## src/rtl/keypad_lock_pkg.sv

```systemverilog
// ----------------------------------------------------------------------------
// keypad_lock_pkg
// Shared definitions for the keypad code lock and its neighbours.
//   lock_state_e : lock FSM state encoding (also driven out for the display)
//   KEY_STAR     : keypad code for '*', shared with the keypad driver mapping
//   KEY_HASH     : keypad code for '#', shared with the keypad driver mapping
//   is_digit()   : true for key codes 0..9
// ----------------------------------------------------------------------------
package keypad_lock_pkg;

    typedef enum logic [1:0] {
        ST_IDLE    = 2'd0,
        ST_ENTRY   = 2'd1,
        ST_OPEN    = 2'd2,
        ST_LOCKOUT = 2'd3
    } lock_state_e;

    localparam logic [3:0] KEY_STAR = 4'd10;
    localparam logic [3:0] KEY_HASH = 4'd11;

    function automatic logic is_digit(input logic [3:0] key);
        return key <= 4'd9;
    endfunction

endpackage

```

## src/rtl/ms_tick_gen.sv

```systemverilog
// ----------------------------------------------------------------------------
// ms_tick_gen
// Free-running prescaler emitting a single-cycle pulse every CLK_HZ/1000
// clocks, i.e. once per millisecond. Shared by the timed blocks of the system.
// Ports:
//   clk    : system clock
//   rst_n  : asynchronous active-low reset
//   tick_o : one-cycle pulse per millisecond
// ----------------------------------------------------------------------------
module ms_tick_gen #(
    parameter int CLK_HZ = 50_000_000
) (
    input  logic clk,
    input  logic rst_n,
    output logic tick_o
);

    // A clock slower than 1 kHz degenerates to a tick on every cycle.
    localparam int DIV   = ((CLK_HZ / 1000) < 1) ? 1 : (CLK_HZ / 1000);
    localparam int CNT_W = (DIV > 1) ? $clog2(DIV) : 1;

    logic [CNT_W-1:0] count_q;
    logic             atTerminal;

    assign atTerminal = (count_q == CNT_W'(DIV - 1));
    assign tick_o     = atTerminal;

    // Count 0..DIV-1 and wrap; the tick is the terminal count itself.
    always_ff @(posedge clk or negedge rst_n) begin
        if (!rst_n) begin
            count_q <= '0;
        end else if (atTerminal) begin
            count_q <= '0;
        end else begin
            count_q <= count_q + CNT_W'(1);
        end
    end

endmodule

```

## src/rtl/keypad_code_lock.sv

```systemverilog
// ----------------------------------------------------------------------------
// keypad_code_lock
// Collects BCD digits from the keypad driver, checks them against a stored
// code and manages unlock, failure counting, lockout and code changes.
// Ports:
//   clk, rst_n         : clock, asynchronous active-low reset
//   key_value_i        : key code (0-9 digit, 10 '*', 11 '#'), valid with key_valid_i
//   key_valid_i        : single-cycle key event
//   set_mode_i         : while OPEN, digit entry rewrites the stored code
//   entry_bcd_o        : entry buffer, newest digit in the low nibble
//   entry_len_o        : number of digits entered
//   unlocked_o         : high in OPEN
//   locked_out_o       : high in LOCKOUT
//   fail_cnt_o         : consecutive failure count
//   evt_ok_o, evt_fail_o, evt_code_set_o : single-cycle event pulses
//   state_o            : current state for the display
// ----------------------------------------------------------------------------
module keypad_code_lock
    import keypad_lock_pkg::*;
#(
    parameter int                    DIGITS           = 4,
    parameter int                    CLK_HZ           = 50_000_000,
    parameter int                    ENTRY_TIMEOUT_MS = 5000,
    parameter int                    OPEN_MS          = 3000,
    parameter int                    LOCK_MS          = 10000,
    parameter int                    MAX_FAIL         = 3,
    parameter logic [4*DIGITS-1:0]   DEFAULT_CODE     = 16'h1234
) (
    input  logic                            clk,
    input  logic                            rst_n,
    input  logic [3:0]                      key_value_i,
    input  logic                            key_valid_i,
    input  logic                            set_mode_i,
    output logic [4*DIGITS-1:0]             entry_bcd_o,
    output logic [$clog2(DIGITS+1)-1:0]     entry_len_o,
    output logic                            unlocked_o,
    output logic                            locked_out_o,
    output logic [$clog2(MAX_FAIL+1)-1:0]   fail_cnt_o,
    output logic                            evt_ok_o,
    output logic                            evt_fail_o,
    output logic                            evt_code_set_o,
    output logic [1:0]                      state_o
);

    localparam int BUF_W  = 4 * DIGITS;
    localparam int LEN_W  = $clog2(DIGITS + 1);
    localparam int FAIL_W = $clog2(MAX_FAIL + 1);
    localparam int MAX_MS_A = (ENTRY_TIMEOUT_MS > OPEN_MS) ? ENTRY_TIMEOUT_MS : OPEN_MS;
    localparam int MAX_MS   = (MAX_MS_A > LOCK_MS) ? MAX_MS_A : LOCK_MS;
    localparam int TMR_W    = $clog2(MAX_MS + 1);

    lock_state_e        state_q;
    logic [BUF_W-1:0]   entry_q;
    logic [LEN_W-1:0]   len_q;
    logic [BUF_W-1:0]   code_q;
    logic [FAIL_W-1:0]  fail_q;
    logic [TMR_W-1:0]   tmr_q;
    logic               unlocked_q;
    logic               lockedOut_q;
    logic               evtOk_q;
    logic               evtFail_q;
    logic               evtCodeSet_q;

    logic               msTick;
    logic               expire;
    logic               keyDigit;
    logic               keyStar;
    logic               keyHash;
    logic               bufFull;
    logic               codeMatch;
    logic               lastFail;
    logic [BUF_W-1:0]   shiftedEntry;

    ms_tick_gen #(
        .CLK_HZ (CLK_HZ)
    ) u_tick (
        .clk    (clk),
        .rst_n  (rst_n),
        .tick_o (msTick)
    );

    // The shared ms counter expires on the tick that would take it from 1
    // to 0; with a free-running tick this lands within -1 ms of the load value.
    assign expire       = msTick && (tmr_q == TMR_W'(1));
    assign keyDigit     = is_digit(key_value_i);
    assign keyStar      = (key_value_i == KEY_STAR);
    assign keyHash      = (key_value_i == KEY_HASH);
    assign bufFull      = (len_q == LEN_W'(DIGITS));
    assign codeMatch    = bufFull && (entry_q == code_q);
    assign lastFail     = ((fail_q + FAIL_W'(1)) == FAIL_W'(MAX_FAIL));
    assign shiftedEntry = BUF_W'(entry_q << 4) | BUF_W'(key_value_i);

    // Lock FSM, entry buffer, stored code, failure count and the shared
    // timeout counter all live in one block so every output is a register.
    // Later assignments override earlier defaults: pulses clear each cycle,
    // the timer free-runs down, and state-specific loads win over both.
    always_ff @(posedge clk or negedge rst_n) begin
        if (!rst_n) begin
            state_q      <= ST_IDLE;
            entry_q      <= '0;
            len_q        <= '0;
            code_q       <= DEFAULT_CODE;
            fail_q       <= '0;
            tmr_q        <= '0;
            unlocked_q   <= 1'b0;
            lockedOut_q  <= 1'b0;
            evtOk_q      <= 1'b0;
            evtFail_q    <= 1'b0;
            evtCodeSet_q <= 1'b0;
        end else begin
            evtOk_q      <= 1'b0;
            evtFail_q    <= 1'b0;
            evtCodeSet_q <= 1'b0;
            if (msTick && (tmr_q != '0)) begin
                tmr_q <= tmr_q - TMR_W'(1);
            end

            unique case (state_q)
                ST_IDLE: begin
                    if (key_valid_i) begin
                        if (keyDigit && !bufFull) begin
                            entry_q <= shiftedEntry;
                            len_q   <= len_q + LEN_W'(1);
                            state_q <= ST_ENTRY;
                            tmr_q   <= TMR_W'(ENTRY_TIMEOUT_MS);
                        end else if (keyStar) begin
                            entry_q <= '0;
                            len_q   <= '0;
                        end
                    end
                end

                ST_ENTRY: begin
                    if (expire) begin
                        // Abandoned entry: discard quietly, not a failure.
                        entry_q <= '0;
                        len_q   <= '0;
                        state_q <= ST_IDLE;
                    end else if (key_valid_i) begin
                        // Any key, even one that is ignored, keeps entry alive.
                        tmr_q <= TMR_W'(ENTRY_TIMEOUT_MS);
                        if (keyDigit) begin
                            if (!bufFull) begin
                                entry_q <= shiftedEntry;
                                len_q   <= len_q + LEN_W'(1);
                            end
                        end else if (keyStar) begin
                            entry_q <= '0;
                            len_q   <= '0;
                            state_q <= ST_IDLE;
                        end else if (keyHash) begin
                            entry_q <= '0;
                            len_q   <= '0;
                            if (codeMatch) begin
                                evtOk_q    <= 1'b1;
                                fail_q     <= '0;
                                state_q    <= ST_OPEN;
                                unlocked_q <= 1'b1;
                                tmr_q      <= TMR_W'(OPEN_MS);
                            end else begin
                                evtFail_q <= 1'b1;
                                if (lastFail) begin
                                    fail_q      <= FAIL_W'(MAX_FAIL);
                                    state_q     <= ST_LOCKOUT;
                                    lockedOut_q <= 1'b1;
                                    tmr_q       <= TMR_W'(LOCK_MS);
                                end else begin
                                    fail_q  <= fail_q + FAIL_W'(1);
                                    state_q <= ST_IDLE;
                                end
                            end
                        end
                    end
                end

                ST_OPEN: begin
                    if (expire) begin
                        entry_q    <= '0;
                        len_q      <= '0;
                        state_q    <= ST_IDLE;
                        unlocked_q <= 1'b0;
                    end else if (key_valid_i) begin
                        if (!set_mode_i) begin
                            if (keyStar) begin
                                entry_q    <= '0;
                                len_q      <= '0;
                                state_q    <= ST_IDLE;
                                unlocked_q <= 1'b0;
                            end
                        end else if (keyDigit) begin
                            if (!bufFull) begin
                                entry_q <= shiftedEntry;
                                len_q   <= len_q + LEN_W'(1);
                            end
                        end else if (keyStar) begin
                            entry_q <= '0;
                            len_q   <= '0;
                        end else if (keyHash) begin
                            // A complete new code is committed and buys a
                            // fresh open window; a short one is just discarded.
                            if (bufFull) begin
                                code_q       <= entry_q;
                                evtCodeSet_q <= 1'b1;
                                tmr_q        <= TMR_W'(OPEN_MS);
                            end
                            entry_q <= '0;
                            len_q   <= '0;
                        end
                    end
                end

                ST_LOCKOUT: begin
                    if (expire) begin
                        fail_q      <= '0;
                        state_q     <= ST_IDLE;
                        lockedOut_q <= 1'b0;
                    end
                end

                default: begin
                    state_q <= ST_IDLE;
                end
            endcase
        end
    end

    assign entry_bcd_o    = entry_q;
    assign entry_len_o    = len_q;
    assign unlocked_o     = unlocked_q;
    assign locked_out_o   = lockedOut_q;
    assign fail_cnt_o     = fail_q;
    assign evt_ok_o       = evtOk_q;
    assign evt_fail_o     = evtFail_q;
    assign evt_code_set_o = evtCodeSet_q;
    assign state_o        = state_q;

endmodule

```

## config.mk

```make
export PLATFORM = sky130hd
export DESIGN_NAME = keypad_code_lock
export DESIGN_NICKNAME = d
export VERILOG_FILES = /design/src/rtl/keypad_lock_pkg.sv /design/src/rtl/ms_tick_gen.sv /design/src/rtl/keypad_code_lock.sv
export SDC_FILE = /design/constraint.sdc
export NUM_CORES = 1
export LEC_CHECK = 0
export ABC_AREA = 1
export BUFFER_PORTS_ARGS = -buffer_cell sky130_fd_sc_hd__buf_2
export CAP_MARGIN = 10
export CORE_ASPECT_RATIO = 1.5
export CORE_UTILIZATION = 55
export CTS_CLUSTER_DIAMETER = 40
export DETAILED_ROUTE_END_ITERATION = 16
export GPL_TIMING_DRIVEN = 0
export PLACE_DENSITY = 0.74
export SLEW_MARGIN = 30
export SYNTH_ARGS = -nofsm -noshare
export SYNTH_HDL_FRONTEND = slang
export SYNTH_SLANG_ARGS = --single-unit
```

## constraint.sdc

```tcl
create_clock -name clk -period 2.01 [get_ports clk]
set_clock_uncertainty 0.05 [all_clocks]
set_input_delay 0.1005 -clock clk [delete_from_list [all_inputs] [get_ports clk]]
set_output_delay 0.1005 -clock clk [all_outputs]
set_load 0.03 [all_outputs]
```

==> flow_summary.ini, run 1 <==
[die]
row_count = 44
die_area_sq_um = 10390
fp.dieH_um = 124.3
initial_core_util = 0.5662
die_width_um = 83.55
ios = 36
core-area_sq_um = 9689

[placed_design]
numPortBuffers = 35
place_hpwl_mm = 11.38
gp_congestion = 0.9260
place_ws_ps = -404.8
placed_cells = 1001

[synth]
synth_top_area_share = 0.3147
ys_ff_latch = 74
synth.distinct_cells = 40
netlist_area_sq_um = 5487
ys_seq_area_frac = 0.3387
synth_commonest_cells = nand2_1 (250), nor2_1 (122), inv_1 (120)
synth_flop_cell = dfrtp_1
yosys-top-cells-area = dfrtp_1 (31%), nand2_1 (17%), nor2_1 (8.3%)
synth_edf_count = 0
synth.most_common_cell = nand2_1
syn_nets = 871
synthArstFlopShare = 1.000
syn_inst = 850
synth_area_per_cell_sq_um = 6.455
ys_warn_count = 0
yosysTopAreaCell = dfrtp_1

[finish]
layout.nets = 964
n_fill_cell = 735
final_cell_count_no_fill = 1063
drive_gt1_frac = 0.2774
antenna_cells = 0
regArea_sq_um = 1864
areaGrowthSynthToFinish_pct = 30.65
multi_input_area_sq_um = 3496

[critical_path]
slowest_delay_ps = 350
critPathMaxFanout = 5
cpMaxStageDelayCell = dfrtp_1
crit_required_ps = 2190
worst_setup_path_start_kind = flip-flop
critPathArrivalTime_ps = 2280
critPathKind = reg2reg
crit_chain = ha_2, nand2_4, nor2_4, nand3_2, nor2_4, nand2_4, buf_12, nand2_8, nand2_2, nand3_2, a21oi_1, o21ai_0, inv_1
cp-end-kind = flip-flop

[timing]
finalHoldViolCount = 0
tightest_slew_ps = 546.8
finalCritPeriodShare = 1.044
clock.fmax_mhz = 476.3
setup_viol = 22
final.min_clock_period_ps = 2099
grt_setup_unrepaired = true
finalWorstSetupSlack_ps = -89.33
slew_headroom = 0.6355
final_max_slew_viol_count = 0
tns_ps = -831.0

[global_routing]
grtUsageTotal = 0.3138
overflow = 0
grt_max_degree = 43
antenna_found_initial = 0
grt_pass1_wl_mm = 26.25
grt_pass1_vias = 5908

[run]
drv_cap = 0

[clocking]
root_buffer = clkbuf_16
cts_sinks = 74
clockBufferDepth = 2
clk_latency_ps = 340
cts_buffers = 9
cts_tree = done
clk_pin_slew_ps = 60
cts.htree.levels = 3

[power_and_ir_drop]
leakage_uw = 0.003629
powerDensity_nw_per_um2 = 1275
vdd_drop_max_v = 0.0007783
power_uw = 9140

[drt]
vias = 6027
dr.first_iter.drc_count = 410
first_pass_iters = 5
wl_per_cell_um = 16.05
vias_per_cell = 5.670
ant_nets = 0
drcViolationCount = 0
routed_wl_mm = 17.07

[min_path]
min_path_type = in2reg

[outcome]
status = finished with violations
violations = setup timing
==> area by class of cell <==
type	instances	share of cell area
buffer	21	0.02601
clock buffer	11	0.03526
clock inverter	5	0.01187
inverter	127	0.07244
tap	115	0.02007
sequential	74	0.2601
timing repair buffer	83	0.08658
multi-input combinational	627	0.4877
==> cells in the final DEF (no fill, tap or decap), types with 4 or more instances in the layout <==
cell,instances
inv_2,9
nand2_1,224
ha_2,4
nand3_2,8
buf_12,4
dfstp_2,5
nor3_1,4
dfrtp_1,64
buf_2,36
nor2_2,16
clkbuf_16,11
buf_4,45
clkbuf_1,4
nand2_4,10
buf_6,5
inv_4,6
nor2_4,13
o21ai_2,16
o21ai_0,61
a21oi_2,9
o21ai_1,10
buf_8,4
o211ai_1,13
xor2_1,11
ha_1,6
inv_1,107
a21oi_1,30
nand3_1,35
dfrtp_2,5
nand2_2,21
nor2_1,102
==> logic make-up (layout without fill, tap and decap cells) <==
group	Yosys count	in the layout	synth area share
buffers and inverters	149	247	0.1111
and+or+nand+nor	451	451	0.3457
xor gates and xnor gates	12	12	0.01916
adders and majority gates	13	13	0.02965
AOI/OAI and AO/OA	151	151	0.1558
DFF	74	74	0.3387
==> metal layers <==
| metal | global-route usage | vias up | wire length [um] |
|---|---|---|---|
| met5 | 0 | - | 0 |
| met4 | 0.1914 | 0 | 835 |
| met3 | 0.04440 | 73 | 828 |
| met2 | 0.5969 | 235 | 9305 |
| met1 | 0.3157 | 2857 | 6096 |
| li1 | - | 2862 | - |
==> flip-flops by register name, summed over array words and instances (netlist names) <==
| register | flops |
|---|---|
| fail_cnt_o | 2 |
| entry_len_o | 3 |
| tmr_q | 14 |
| locked_out_o | 1 |
| u_tick.count_q | 16 |
| evt_ok_o | 1 |
| state_o | 2 |
| code_q | 16 |
| evt_code_set_o | 1 |
| evt_fail_o | 1 |
| entry_bcd_o | 16 |
| unlocked_o | 1 |
==> critical path: cells and delay by family, from the launching register on <==
family          cells  cell delay [ps]
buf+inv             2              210
flops               1              350
fa+ha+maj           1              210
simple gates        8              900
compound gates      2              270
==> where the power goes <==
part	internal (uW)	total [uW]	leakage, uW	switching [uW]
clock network	1160	1840	0.000162	673
registers	1760	2060	0.000950	301
logic	1790	5240	0.00252	3450
==> repair_timing <==
item | CTS | global route
endpoints found under the setup margin | 59 | 54
cloned | 1 | 2
hold buffers | 1 | 0
hold endpoints to repair | 30 | 0
pin swaps | 13 | 29
resized for setup | 65 | 112
buffers inserted | 16 | 27
==> worst paths after layout <==
path	start	endpoint	slack, ps	depth (start not counted)
worst max-delay path	u_tick.count_q[1]$_DFF_PN0_	locked_out_o$_DFFE_PN0P_	-90	13
worst min-delay path	key_value_i[2]	evt_fail_o$_DFF_PN0_	180	4
worst max register to register	u_tick.count_q[1]$_DFF_PN0_	locked_out_o$_DFFE_PN0P_	-90	13
worst min register to register	code_q[11]$_DFFE_PN0P_	code_q[11]$_DFFE_PN0P_	450	2
max in group asynchronous	rst_n	code_q[2]$_DFFE_PN1P_	1080	3
min in group asynchronous	rst_n	tmr_q[6]$_DFF_PN0_	190	2
==> metrics by stage <==
stage,hold slack (ps),instance area (sq um),util
after floorplan,-245.1,5503,-
after global placement,399.7,5822,0.6009
after detailed placement,23.75,5844,0.6032
after CTS,147.7,6518,0.6727
after global routing,191.1,7168,0.7398
final,178.1,7168,0.7398
No activity file was read; power rests on OpenSTA's default activity.
==> run 2, diff against run 1 <==
- REMOVE_ABC_BUFFERS: default -> 1
==> run 2 against run 1 <==
Hold slack got worse by 26 ps. Maximum frequency decreased by 1.3%. Sequential share of layout area decreased by 0.14 points. Wire length increased by 1.3%. Setup slack got worse by 27 ps. Highest routed layer unchanged. Utilization increased by 0.25 points. Sequential power about the same. Largest cell class unchanged. The flow still finishes with violations (setup timing).
==> flow_summary.ini, run 2 (same netlist as run 1, synthesis figures left out) <==
[outcome]
status = finished with violations
violations = setup timing

[power_and_ir_drop]
p_sw_frac = 0.4835
pwr-share-comb = 0.605
p_switching_uw = 4508
internal_power_uw = 4816
power_frac_clock = 0.173
seqPwrFrac = 0.222
leakage_uw = 0.003634
vdd_drop_max_v = 0.0009184
power_uw = 9324
powerDensity_nw_per_um2 = 1297

[critical_path]
critPathMaxFanout = 7
reg2regPathDepth = 13
worst_setup_path_start_kind = flip-flop
r2r-end = entry_len_o[0]$_DFFE_PN0P_
crit_required_ps = 2190
r2r_slack_ps = -120
critPathKind = reg2reg
critPathArrivalTime_ps = 2300
r2r_start = u_tick.count_q[0]$_DFF_PN0_
cp-end-kind = flip-flop

[timing]
final_max_slew_viol_count = 0
slew_headroom = 0.6068
finalWorstSetupSlack_ps = -116.1
worst_hold_slack_ps = 152.0
setup_viol = 38
grt_setup_unrepaired = true
clock.fmax_mhz = 470.3
tns_ps = -1695
tightest_slew_ps = 589.1
final.min_clock_period_ps = 2126
finalCritPeriodShare = 1.058
finalHoldViolCount = 0

[drt]
vias_per_cell = 5.759
dr.first_iter.drc_count = 418
routed_wl_mm = 17.28
drcViolationCount = 0
vias = 6122
wl_per_cell_um = 16.26
ant_nets = 0
first_pass_iters = 5

[finish]
multi_input_area_sq_um = 3506
layout.nets = 964
final_cell_mix = nand2_1 (221), inv_1 (109), nor2_1 (104), dfrtp_1 (67), o21ai_0 (63)
final_cell_count_no_fill = 1063
antenna_cells = 0
final_common_cell = nand2_1
n_fill_cell = 702
regArea_sq_um = 1861
drive_gt1_frac = 0.2722
areaGrowthSynthToFinish_pct = 31.08

[clocking]
cts_sinks = 74
root_buffer = clkbuf_16
clk_pin_slew_ps = 60
cts.htree.levels = 3
clockBufferDepth = 2
clk_latency_ps = 340
cts_tree = done
cts_buffers = 9

[global_routing]
overflow = 0
grt_max_degree = 39
grt_pass1_wl_mm = 26.94
grt_pass1_vias = 5813
antenna_found_initial = 0
grtUsageTotal = 0.3223

[die]
ios = 36
row_count = 44
fp.dieH_um = 124.3
die_area_sq_um = 10390
core-area_sq_um = 9689
initial_core_util = 0.5662
die_width_um = 83.55

[run]
drv_cap = 0

[min_path]
hold_depth = 4
holdPathEnd = evt_fail_o$_DFF_PN0_
min_path_type = in2reg
worstHoldStart = key_value_i[2]

[placed_design]
placed_cells = 981
gp_congestion = 0.9231
numPortBuffers = 35
place_ws_ps = -1066
place_hpwl_mm = 10.25
## run 2: through the flow
| stage | utilization | cell area, sq um |
|---|---|---|
| CTS | 0.6932 | 6716 |
| global placement | 0.5855 | 5673 |
| floorplan | - | 5354 |
| finish | 0.7423 | 7192 |
| detailed placement | 0.5912 | 5728 |
| global route | 0.7423 | 7192 |
## run 2: routing by layer
| metal | wire length (um) | global-route usage | vias to the layer above |
|---|---|---|---|
| li1 | - | - | 2860 |
| met1 | 6243 | 0.3537 | 2838 |
| met2 | 8768 | 0.5762 | 296 |
| met3 | 1018 | 0.05567 | 128 |
| met4 | 1254 | 0.1894 | 0 |
| met5 | 0 | 0 | - |
## run 2: worst max path at each step
stage / start / end / slack, ps / cells after the start
2_1_floorplan: state_o[0]$_DFFE_PN0P_ / entry_bcd_o[2]$_DFFE_PN0P_ / -1020 / 6
3_3_place_gp: u_tick.count_q[0]$_DFF_PN0_ / entry_bcd_o[2]$_DFFE_PN0P_ / -1640 / 10
3_5_place_dp: entry_len_o[0]$_DFFE_PN0P_ / tmr_q[13]$_DFF_PN0_ / -1070 / 11
4_1_cts: u_tick.count_q[1]$_DFF_PN0_ / entry_len_o[0]$_DFFE_PN0P_ / -40 / 13
5_1_grt: u_tick.count_q[1]$_DFF_PN0_ / entry_len_o[0]$_DFFE_PN0P_ / -190 / 13
6_report: u_tick.count_q[0]$_DFF_PN0_ / entry_len_o[0]$_DFFE_PN0P_ / -120 / 13
## run 2: power groups by stage
| stage | sequential [uW] | clock [uW] | combinational (uW) |
|---|---|---|---|
| final | 2070 | 1610 | 5640 |
| after global routing | 2090 | 1690 | 6060 |
| after CTS | 2050 | 1630 | 4750 |
| after detailed placement | 2050 | 0 | 3900 |
| after global placement | 2040 | 0 | 3760 |
| after floorplan | 2370 | 0 | 2480 |
## run 2: layout make-up
type / count / area share
clock inverters: 3 / 0.005567
clock buffers: 13 / 0.03479
repair inverters: 3 / 0.004697
repair buffers: 100 / 0.1169
inverters: 127 / 0.07185
well taps: 115 / 0.02001
multi-input cells: 628 / 0.4875
flip-flops and latches: 74 / 0.2587
## run 2: worst max-delay path, stage by stage (launching register included)
cell     delay [ps]
dfrtp_1         350
ha_2            190
nand2_2          70
nor2_4          160
nand3_2         120
nor2_4          160
nand2_4         110
nand2_4         100
nor2_4           40
nor3_4          190
buf_12          180
buf_12          140
buf_6           100
o21ai_2          40
## run 2: timing repair
action,in CTS,in global routing
pin swaps,21,24
setup buffers,44,15
setup endpoints to repair,59,60
hold endpoints to repair,33,0
gates resized for setup,82,93
gates cloned,5,2
hold buffers,1,0
==> run 3, diff against run 2 <==
- BUFFER_PORTS_ARGS: -buffer_cell sky130_fd_sc_hd__buf_2 -> -buffer_cell sky130_fd_sc_hd__clkbuf_2
==> run 3 against run 2 <==
The flow still finishes with violations (setup timing). Wire length increased by 0.25%. Critical endpoint is now entry_len_o[2]$_DFFE_PN0P_. Sequential power hardly changed. Global-route usage shrank 0.94 points. Clock power increased by 2%. Maximum frequency is 5.5% lower. Via count shrank 0.57%. Design area shrank 1.1%. Combinational power down 2%. Critical path depth decreased by 1. Die area did not move.
==> flow_summary.ini, run 3 (same netlist as run 1, synthesis figures left out) <==
[outcome]
status = finished with violations
violations = setup timing

[critical_path]
critPathKind = reg2reg
r2r_slack_ps = -240
r2r-end = entry_len_o[2]$_DFFE_PN0P_
worst_setup_path_start_kind = flip-flop
r2r_start = entry_len_o[0]$_DFFE_PN0P_
critPathArrivalTime_ps = 2410
cp-end-kind = flip-flop
crit_chain = inv_2, ha_4, nand2_8, clkinvlp_4, nor2_4, buf_4, inv_4, nand2_1, nand3_1, nand2_1, a21oi_1, a21oi_1
cpMaxStageDelayCell = dfrtp_1
critPathMaxFanout = 17
startpoint = entry_len_o[0]$_DFFE_PN0P_
slowest_delay_ps = 420
crit_required_ps = 2170
critPathCapture = entry_len_o[2]$_DFFE_PN0P_
reg2regPathDepth = 12

[global_routing]
grtUsageTotal = 0.3129
grt_pass1_vias = 5645
antenna_found_initial = 0
overflow = 0
grt_pass1_wl_mm = 26.06
grt_max_degree = 75

[min_path]
min_path_type = in2reg

[finish]
areaGrowthSynthToFinish_pct = 29.58
final_cell_count_no_fill = 1066
layout.nets = 967
final_common_cell = nand2_1
final_cell_mix = nand2_1 (234), inv_1 (108), nor2_1 (105), dfrtp_1 (67), o21ai_0 (66)
antenna_cells = 0
drive_gt1_frac = 0.2513

[drt]
routed_wl_mm = 17.33
vias = 6087
first_pass_iters = 7
dr.first_iter.drc_count = 418
ant_nets = 0
drcViolationCount = 0
vias_per_cell = 5.710
wl_per_cell_um = 16.25

[clocking]
cts_sinks = 74
clk_latency_ps = 340
cts_tree = done
cts.htree.levels = 3
root_buffer = clkbuf_16
clockBufferDepth = 2
clk_pin_slew_ps = 60
cts_buffers = 9

[die]
core-area_sq_um = 9689
fp.dieH_um = 124.3
ios = 36
die_width_um = 83.55
row_count = 44
die_area_sq_um = 10390
initial_core_util = 0.5662

[timing]
grt_setup_unrepaired = true
finalCritPeriodShare = 1.120
tns_ps = -1857
finalWorstSetupSlack_ps = -240.8
final_max_slew_viol_count = 0
clock.fmax_mhz = 444.3
setup_viol = 42
worst_hold_slack_ps = 161.5
slew_headroom = 0.5943
finalHoldViolCount = 0
final.min_clock_period_ps = 2251
tightest_slew_ps = 608.5

[power_and_ir_drop]
leakage_uw = 0.003570
powerDensity_nw_per_um2 = 1298
vdd_drop_max_v = 0.0008603

[placed_design]
place_hpwl_mm = 10.03
numPortBuffers = 35
placed_cells = 980
gp_congestion = 0.9054

[run]
drv_cap = 0
[run 3: where the power goes]
part	total (uW)	switching, uW	internal (uW)
combinational	5510	3520	1990
sequential	2070	310	1760
clock	1650	619	1030
[run 3: worst min-delay path by stage]
| stage | start | end | slack [ps] | cells past startpoint |
|---|---|---|---|---|
| detailed placement | rst_n | tmr_q[5]$_DFF_PN0_ | 120 | 1 |
| CTS | key_value_i[2] | evt_fail_o$_DFF_PN0_ | 160 | 4 |
| global route | key_value_i[2] | evt_ok_o$_DFF_PN0_ | 170 | 4 |
| global placement | u_tick.count_q[0]$_DFF_PN0_ | u_tick.count_q[0]$_DFF_PN0_ | 400 | 1 |
| finish | key_value_i[2] | evt_ok_o$_DFF_PN0_ | 160 | 4 |
| floorplan | rst_n | code_q[0]$_DFFE_PN0P_ | -250 | 0 |
[run 3: per-layer routing]
metal / global-route usage / wire length (um) / up-vias
li1: - / - / 2867
met1: 0.3365 / 6232 / 2845
met2: 0.5632 / 9027 / 276
met3: 0.06296 / 1019 / 99
met4: 0.1785 / 1047 / 0
met5: 0 / 0 / -
[run 3: cell type report]
type	instances	area, sq um
inverter	127	511.7
sequential	74	1861
tap	115	143.9
timing repair inverter	3	28.78
timing repair buffer	102	849.6
clock buffer	14	264.0
clock inverter	2	35.03
fill	743	2580
multi-input combinational	629	3416
[run 3: through the flow]
| stage | area (sq um) | utilization | total power, uW | setup WS, ps |
|---|---|---|---|---|
| after CTS | 6613 | 0.6825 | 8364 | -28.85 |
| after global placement | 5673 | 0.5855 | 5792 | -1651 |
| after detailed placement | 5718 | 0.5901 | 5953 | -1126 |
| after global routing | 7109 | 0.7337 | 9709 | -276.2 |
| after floorplan | 5354 | - | 4852 | -1019 |
| final | 7109 | 0.7337 | 9226 | -240.8 |
[run 3: repair_timing]
| item | CTS | global route |
|---|---|---|
| hold buffers | 1 | 0 |
| gates resized for setup | 64 | 71 |
| setup endpoints to repair | 59 | 60 |
| cloned | 5 | 3 |
| endpoints found under the hold margin | 69 | 0 |
| pin swaps | 19 | 21 |
| setup buffers | 37 | 24 |
[run 3: critical path, delay by kind of cell (launching register included)]
family                     cells  cell delay [ps]
adders and majority gates      1              160
and+or+nand+nor                5              520
AOI/OAI and AO/OA              2              410
buffers and inverters          4              540
DFF                            1              420
